**src/rtl/duft_pkg.sv**
```systemverilog
// Shared constants for the DUFT host-controlled test wrapper: register map,
// opcodes, controller/handshake state encodings and the opcode decoder.
package duft_pkg;

  localparam int DATA_W    = 32;
  localparam int DUT_ITERS = 8;

  localparam logic [DATA_W-1:0] ADDR_OPCODE   = 32'h0000_0000;
  localparam logic [DATA_W-1:0] ADDR_STATUS   = 32'h0000_0001;
  localparam logic [DATA_W-1:0] ADDR_CONFIG   = 32'h0000_0002;
  localparam logic [DATA_W-1:0] ADDR_DUT_IN   = 32'h0000_0010;
  localparam logic [DATA_W-1:0] ADDR_DUT_OUT  = 32'h0000_0018;
  localparam logic [DATA_W-1:0] ADDR_DFT_OUT0 = 32'h0000_0020;
  localparam logic [DATA_W-1:0] ADDR_TEST_IN  = 32'hFF00_0000;
  localparam logic [DATA_W-1:0] ADDR_TEST_OUT = 32'hFF00_0001;

  typedef enum logic [2:0] {
    OP_NONE  = 3'd0,
    OP_INPUT = 3'd1,
    OP_RUN   = 3'd2,
    OP_ENDR  = 3'd3,
    OP_TEST  = 3'd4,
    OP_NEXT  = 3'd5,
    OP_ENDT  = 3'd6
  } opcode_t;

  typedef enum logic [3:0] {
    ST_IDLE          = 4'd0,
    ST_INPUT_FLATTEN = 4'd1,
    ST_INPUT_DUT     = 4'd2,
    ST_INPUT_RDY     = 4'd3,
    ST_OUTPUT_WAIT   = 4'd4,
    ST_OUTPUT_VAL    = 4'd5,
    ST_OUTPUT_PACK   = 4'd6,
    ST_SCAN_PREP     = 4'd7,
    ST_SCAN          = 4'd8,
    ST_SCAN_RD       = 4'd9,
    ST_TICK          = 4'd10
  } state_t;

  typedef enum logic [1:0] {
    HS_IDLE = 2'd0,
    HS_BUSY = 2'd1,
    HS_DONE = 2'd2
  } hs_t;

  // Out-of-range opcode values collapse to NONE so they are never acted on.
  function automatic opcode_t decode_op(input logic [DATA_W-1:0] value);
    if (value <= 32'd6) return opcode_t'(value[2:0]);
    else                return OP_NONE;
  endfunction

endpackage

```
**src/rtl/duft_dut.sv**
```systemverilog
// Embedded iterative DUT: loads an operand, adds one per enabled clock and
// commits after DUT_ITERS enables; exposes its accumulator as a scan port.
module duft_dut
  import duft_pkg::*;
(
  input  logic              clk,
  input  logic              rst_n,
  input  logic              val_op,
  input  logic [DATA_W-1:0] din,
  input  logic              clk_en,
  input  logic              commit_clr,
  input  logic              scan_req,
  output logic              op_ack,
  output logic              op_commit,
  output logic              scan_ack,
  output logic [DATA_W-1:0] scan_data,
  output logic [DATA_W-1:0] dout
);

  localparam logic [3:0] LAST_ITER = 4'(DUT_ITERS - 1);

  logic [DATA_W-1:0] acc;
  logic [3:0]        cnt;
  logic              commit;

  always_ff @(posedge clk or negedge rst_n) begin
    if (!rst_n) begin
      acc    <= '0;
      cnt    <= '0;
      commit <= 1'b0;
    end else if (val_op) begin
      acc    <= din;
      cnt    <= '0;
      commit <= 1'b0;
    end else if (commit_clr) begin
      commit <= 1'b0;
    end else if (clk_en && !commit) begin
      // Enables after completion are ignored so the result stays at din+8.
      acc <= acc + 32'd1;
      cnt <= cnt + 4'd1;
      if (cnt == LAST_ITER) commit <= 1'b1;
    end
  end

  assign op_ack    = val_op;
  assign op_commit = commit;
  assign scan_ack  = scan_req;
  assign scan_data = acc;
  assign dout      = acc;

endmodule

```
**src/rtl/duft_ap_ctrl_hs.sv**
```systemverilog
// DUFT controller behind an ap_ctrl_hs host handshake: register file,
// opcode-driven run/scan FSM and the embedded duft_dut.
// Optional TEST_IN/TEST_OUT loopback register enabled by DUFT_TEST_REG_EN.
module duft_ap_ctrl_hs (
  input  logic        clk,
  input  logic        ap_rst,
  input  logic [31:0] addr,
  input  logic [31:0] wr_data,
  input  logic        rd_wr,
  input  logic        ap_start,
  output logic        ap_idle,
  output logic        ap_ready,
  output logic        ap_done,
  output logic [31:0] ap_return
);
  import duft_pkg::*;

  hs_t               hs;
  logic [DATA_W-1:0] addr_q;
  logic [DATA_W-1:0] wdata_q;
  logic              rd_q;
  logic              host_we;

  state_t            state;
  state_t            state_nx;
  opcode_t           opcode;

  logic [DATA_W-1:0] config_q;
  logic [DATA_W-1:0] dut_in;
  logic [DATA_W-1:0] dut_out;
  logic [DATA_W-1:0] dft_out0;
  logic [DATA_W-1:0] scan_data;
  logic [DATA_W-1:0] dut_dout;
  logic [DATA_W-1:0] status;
  logic [DATA_W-1:0] rd_data;

  logic dut_val_op, dut_op_ack, dut_op_commit, dut_commit_ack;
  logic dft_val_op, dft_op_ack, dft_op_commit, dft_commit_ack;
  logic clk_en;
  logic commit_clr;

`ifdef DUFT_TEST_REG_EN
  logic [DATA_W-1:0] test_reg;
`endif

  assign ap_idle  = (hs == HS_IDLE);
  assign ap_done  = (hs == HS_DONE);
  assign ap_ready = ap_done;
  assign host_we  = (hs == HS_BUSY) && !rd_q;

  // Host handshake: latch on start, apply on the next edge, done for one cycle.
  always_ff @(posedge clk or negedge ap_rst) begin
    if (!ap_rst) begin
      hs        <= HS_IDLE;
      addr_q    <= '0;
      wdata_q   <= '0;
      rd_q      <= 1'b0;
      ap_return <= '0;
    end else begin
      case (hs)
        HS_IDLE: if (ap_start) begin
          addr_q  <= addr;
          wdata_q <= wr_data;
          rd_q    <= rd_wr;
          hs      <= HS_BUSY;
        end
        HS_BUSY: begin
          if (rd_q) ap_return <= rd_data;
          hs <= HS_DONE;
        end
        default: hs <= HS_IDLE;
      endcase
    end
  end

  always_ff @(posedge clk or negedge ap_rst) begin
    if (!ap_rst) begin
      config_q <= '0;
      dut_in   <= '0;
      opcode   <= OP_NONE;
      dut_out  <= '0;
      dft_out0 <= '0;
      dft_op_commit <= 1'b0;
    end else begin
      if (host_we && addr_q == ADDR_CONFIG) config_q <= wdata_q;
      if (host_we && addr_q == ADDR_DUT_IN) dut_in   <= wdata_q;
      // A host write wins over consumption of the previous opcode.
      if (host_we && addr_q == ADDR_OPCODE) opcode <= decode_op(wdata_q);
      else if (opcode != OP_NONE)           opcode <= OP_NONE;
      if (state == ST_OUTPUT_PACK) dut_out  <= dut_dout;
      if (dft_op_ack)              dft_out0 <= scan_data;
      if (commit_clr)              dft_op_commit <= 1'b0;
      else if (dft_op_ack)         dft_op_commit <= 1'b1;
    end
  end

`ifdef DUFT_TEST_REG_EN
  always_ff @(posedge clk or negedge ap_rst) begin
    if (!ap_rst)                            test_reg <= '0;
    else if (host_we && addr_q == ADDR_TEST_IN) test_reg <= wdata_q;
  end
`endif

  always_ff @(posedge clk or negedge ap_rst) begin
    if (!ap_rst) state <= ST_IDLE;
    else         state <= state_nx;
  end

  always_comb begin
    state_nx = state;
    case (state)
      ST_IDLE:          if (opcode == OP_INPUT) state_nx = ST_INPUT_FLATTEN;
      ST_INPUT_FLATTEN: state_nx = ST_INPUT_DUT;
      ST_INPUT_DUT:     if (dut_op_ack) state_nx = ST_INPUT_RDY;
      ST_INPUT_RDY: begin
        if (opcode == OP_RUN)       state_nx = ST_OUTPUT_WAIT;
        else if (opcode == OP_TEST) state_nx = ST_SCAN_PREP;
      end
      ST_OUTPUT_WAIT:   if (dut_op_commit) state_nx = ST_OUTPUT_VAL;
      ST_OUTPUT_VAL:    if (opcode == OP_ENDR) state_nx = ST_OUTPUT_PACK;
      ST_OUTPUT_PACK:   state_nx = ST_IDLE;
      ST_SCAN_PREP:     state_nx = ST_SCAN;
      ST_SCAN:          state_nx = ST_SCAN_RD;
      ST_SCAN_RD: begin
        if (opcode == OP_NEXT)      state_nx = ST_TICK;
        else if (opcode == OP_ENDT) state_nx = ST_IDLE;
      end
      ST_TICK:          state_nx = ST_SCAN;
      default:          state_nx = ST_IDLE;
    endcase
  end

  assign dut_val_op     = (state == ST_INPUT_DUT);
  assign dut_commit_ack = (state == ST_OUTPUT_PACK);
  assign dft_val_op     = (state == ST_SCAN);
  assign dft_commit_ack = (state == ST_TICK);
  assign clk_en         = (state == ST_OUTPUT_WAIT) || (state == ST_TICK);
  assign commit_clr     = (state != ST_IDLE) && (state_nx == ST_IDLE);

  duft_dut u_dut (
    .clk       (clk),
    .rst_n     (ap_rst),
    .val_op    (dut_val_op),
    .din       (dut_in),
    .clk_en    (clk_en),
    .commit_clr(commit_clr),
    .scan_req  (dft_val_op),
    .op_ack    (dut_op_ack),
    .op_commit (dut_op_commit),
    .scan_ack  (dft_op_ack),
    .scan_data (scan_data),
    .dout      (dut_dout)
  );

  assign status = {20'd0,
                   dft_val_op, dft_op_ack, dft_op_commit, dft_commit_ack,
                   dut_val_op, dut_op_ack, dut_op_commit, dut_commit_ack,
                   state};

  always_comb begin
    rd_data = '0;
    case (addr_q)
      ADDR_STATUS:   rd_data = status;
      ADDR_CONFIG:   rd_data = config_q;
      ADDR_DUT_IN:   rd_data = dut_in;
      ADDR_DUT_OUT:  rd_data = dut_out;
      ADDR_DFT_OUT0: rd_data = dft_out0;
`ifdef DUFT_TEST_REG_EN
      ADDR_TEST_OUT: rd_data = test_reg;
`endif
      default:       rd_data = '0;
    endcase
  end

endmodule

```
**config.mk**
```make
export PLATFORM = sky130hd
export DESIGN_NAME = duft_ap_ctrl_hs
export DESIGN_NICKNAME = d
export VERILOG_FILES = /design/src/rtl/duft_pkg.sv /design/src/rtl/duft_dut.sv /design/src/rtl/duft_ap_ctrl_hs.sv
export SDC_FILE = /design/constraint.sdc
export NUM_CORES = 1
export LEC_CHECK = 0
export BUFFER_PORTS_ARGS = -buffer_cell sky130_fd_sc_hd__buf_2
export CORE_MARGIN = 4
export CORE_UTILIZATION = 56
export CTS_BUF_LIST = sky130_fd_sc_hd__clkbuf_4 sky130_fd_sc_hd__clkbuf_8
export DETAILED_ROUTE_END_ITERATION = 6
export PLACE_DENSITY = 0.78
export SETUP_SLACK_MARGIN = 0.2
export SYNTH_ARGS = -nofsm -noshare
export SYNTH_HDL_FRONTEND = slang
export SYNTH_HIERARCHICAL = 1
export SYNTH_SLANG_ARGS = --single-unit
```
**constraint.sdc**
```tcl
create_clock -name clk -period 2.7 [get_ports clk]
set_input_delay 0.27 -clock clk [delete_from_list [all_inputs] [get_ports clk]]
set_output_delay 0.27 -clock clk [all_outputs]
set_load 0.005 [all_outputs]
```
==> out/summary.txt <==
Main synth FF type: dfrtp_1
Cell Area, Synth: 12,300 sq um
violated checks: design-rule violations
syn nets: 1,082
critical path's slowest cell: dfrtp_2
worst slew pin tran: 820 ps
Bufs and invs on worst path: 1
gate count of the mapped netlist: 1,012
Sink Count: 272
largest net degree at the start of global routing: 82
final-report max-slew violation count: 0
Total GRT Usage: 27.4%
first-pass GRT wire length: 52,600 um
Yosys warning total: 6
fin crit share: 97.9%
clock tree root driver cell: clkbuf_8
row cnt: 54
Async SR Flop Fraction: 100%
Max Buffers Root-to-Sink: 3
P per Cell Area: 615 nW/um^2
# diodes: 0
Final Cell Area: 14,900 sq um
ANT nets after route: 0
Placed Cells: 1,336
area of placed instances: 13,100 sq um
reg2reg start: opcode[1]
Max IR drop VDD: 505 uV
per-cell routed wire length: 22.5 um
routability-driven placement congestion ratio: 0.866
Avg Cell Area, Syn: 12.2 sq um
FF-to-FF End: u_dut/dout[28]
Arrival @ worst endpoint: 3100 ps
Synth Register Bits: 272
Setup WS post-layout: 56.3 ps
Die Footprint: 24,500 sq um
worst-skew pair later-pin latency: 550 ps
CP endpoint kind: flop
EDFF count, synth: 0
die span in x: 156 um
worst hold slack: 303 ps
initial antenna violation count: 1
GRT overflow: 0
Cell variety after synth: 55
Tmin final: 2640 ps
vias in the first global route: 9,529
final WL: 33,700 um
post-route insts no fill: 1,498
setup slack at placement: -15.1 ps
final hold vios: 0
CP startpoint kind: flop
crit-path leading delay family: simple AND/OR/NAND/NOR gates
FF-to-FF setup slack: 60 ps
Pleak: 6.92 nW
CTS Buf Count: 42
total vias in the final route: 9,274
RSZ-0062 raised after global routing: yes
maximum fanout along the worst path: 4
area growth from synthesis to layout: 20.9%
Worst-path clk slew: 70 ps
Slew headroom: 44.9%
Clock Skew: 24.2 ps
status: finished with violations
die outline height: 156 um
worst path cell trace: nor4bb_4 > nor3_2 > a211o_1 > o211a_4 > and4bb_2 > buf_4 > nand3_1 > or4_1 > a31oi_1
CP Data Required Time: 3150 ps
DR pass1 iterations: 7
DR DRC count: 6
Largest stage delay, worst path: 450 ps
Core Footprint: 21,800 sq um
MaxCap Viol Count: 0
layout cells sized above 1: 37.2%
Starting Density: 56.7%
setup TNS: 0 ps
Levels on crit path: 9
CTS tree: built
via/cell ratio: 6.19
Fmax achieved: 378 MHz
port bufs: 102
fin nets: 1,256
CP Class: reg -> reg
sequential element share of the synthesized area: 55.2%
Worst Reg-to-Reg Cells: 9
Ports: 103
H-tree Lvls: 2
Hold Path Class: in -> async
hpwl dp: 19,800 um
Setup Viol. Count Final: 0
DRT iter0 DRCs: 844
-- sequential cells by signal, summed over array words and instances, names as in the netlist, 2 cells and up --
register and flops:
addr_q 32, ap_return 32, config_q 32, dft_out0 32, dut_in 32, dut_out 32, u_dut/dout 32, wdata_q 32
state 4, u_dut/cnt 4, opcode 3, hs 2
-- cell usage after synthesis (19+ instances only) --
cell / number / area, sq um
nand3_1: 24 / 120
buf_4: 36 / 270
a222oi_1: 20 / 200
clkbuf_1: 50 / 188
mux2_2: 180 / 2030
nor2_1: 40 / 150
o21ai_0: 46 / 230
a22oi_1: 21 / 158
dfrtp_1: 272 / 6810
mux2_1: 30 / 338
nand2_1: 64 / 240
a31oi_1: 19 / 119
or4_1: 20 / 150
-- layer usage --
layer	track usage (%)	share of wire (%)	up-vias
met4	9.96	3.2	2
met3	6.31	6.9	92
met2	44.1	49	390
met5	0	0.039	-
li1	-	-	4068
met1	36.7	41	4722
-- worst max-delay path by stage --
stage,start,endpoint
3_3_place_gp,opcode[1],u_dut/dout[11]
5_1_grt,opcode[2],u_dut/dout[27]
4_1_cts,opcode[1],u_dut/dout[27]
2_1_floorplan,opcode[1],u_dut/dout[26]
6_report,opcode[1],u_dut/dout[28]
3_5_place_dp,opcode[1],u_dut/dout[9]
-- placed cells by master (no fill, tap or decap), drive strengths merged, types with 7 or more instances in the layout --
cell         count
and3             7
clkbuf          64
dfrtp          272
a222oi          20
nand4           12
buf            165
clkinv           9
xnor2            7
nand3           25
nor2            40
nor3             8
or4             20
a22oi           21
nor4            18
inv             12
a31oi           19
dlygate4sd3     66
xor2             7
mux2           210
o31ai           15
nand2           64
o22ai            9
nor2b            8
a21oi           17
o21ai           48
-- worst reg2reg max path, stage by stage (launching register included) --
cell	delay (ps)
dfrtp_2	450
nor4bb_4	360
nor3_2	90
a211o_1	260
o211a_4	170
and4bb_2	320
buf_4	120
nand3_1	150
or4_1	440
a31oi_1	190
-- what timing repair did --
action	4_1_cts	5_1_grt
resized for setup	12	17
endpoints found under the setup margin	18	36
endpoints found under the hold margin	140	0
pin swaps	13	12
hold buffers	66	0
gates cloned	0	0
buffers inserted	12	8
-- per-stage QoR --
stage	total power, mW	util [%]
after global routing	9.47	68.5
after global placement	5.43	60.1
after floorplan	5.05	-
final	9.17	68.5
after CTS	9.11	67.9
after detailed placement	5.46	60.1
-- cell families after synthesis --
group	share of synthesized area, %
xor+xnor	0.995
buf+inv	4.81
compound gates	9.17
mux	19.4
fa+ha+maj	0.203
simple gates	10.2
flops	55.2
-- power by group --
group / total [mW] / internal [mW] / switching (mW)
sequential: 4.66 / 4.33 / 0.329
combinational: 0.879 / 0.431 / 0.448
clock: 3.63 / 2.02 / 1.61
total: 9.17 / 6.78 / 2.39
-- cell type report --
type	count	area, sq um
flip-flops and latches	272	6810
fillers	1479	6850
multi-input cells	629	5080
repair buffers	231	1720
inverters	10	37.5
clock inverters	12	92.6
well taps	280	350
clock buffers	64	806
(Power assumes the default switching activity.)
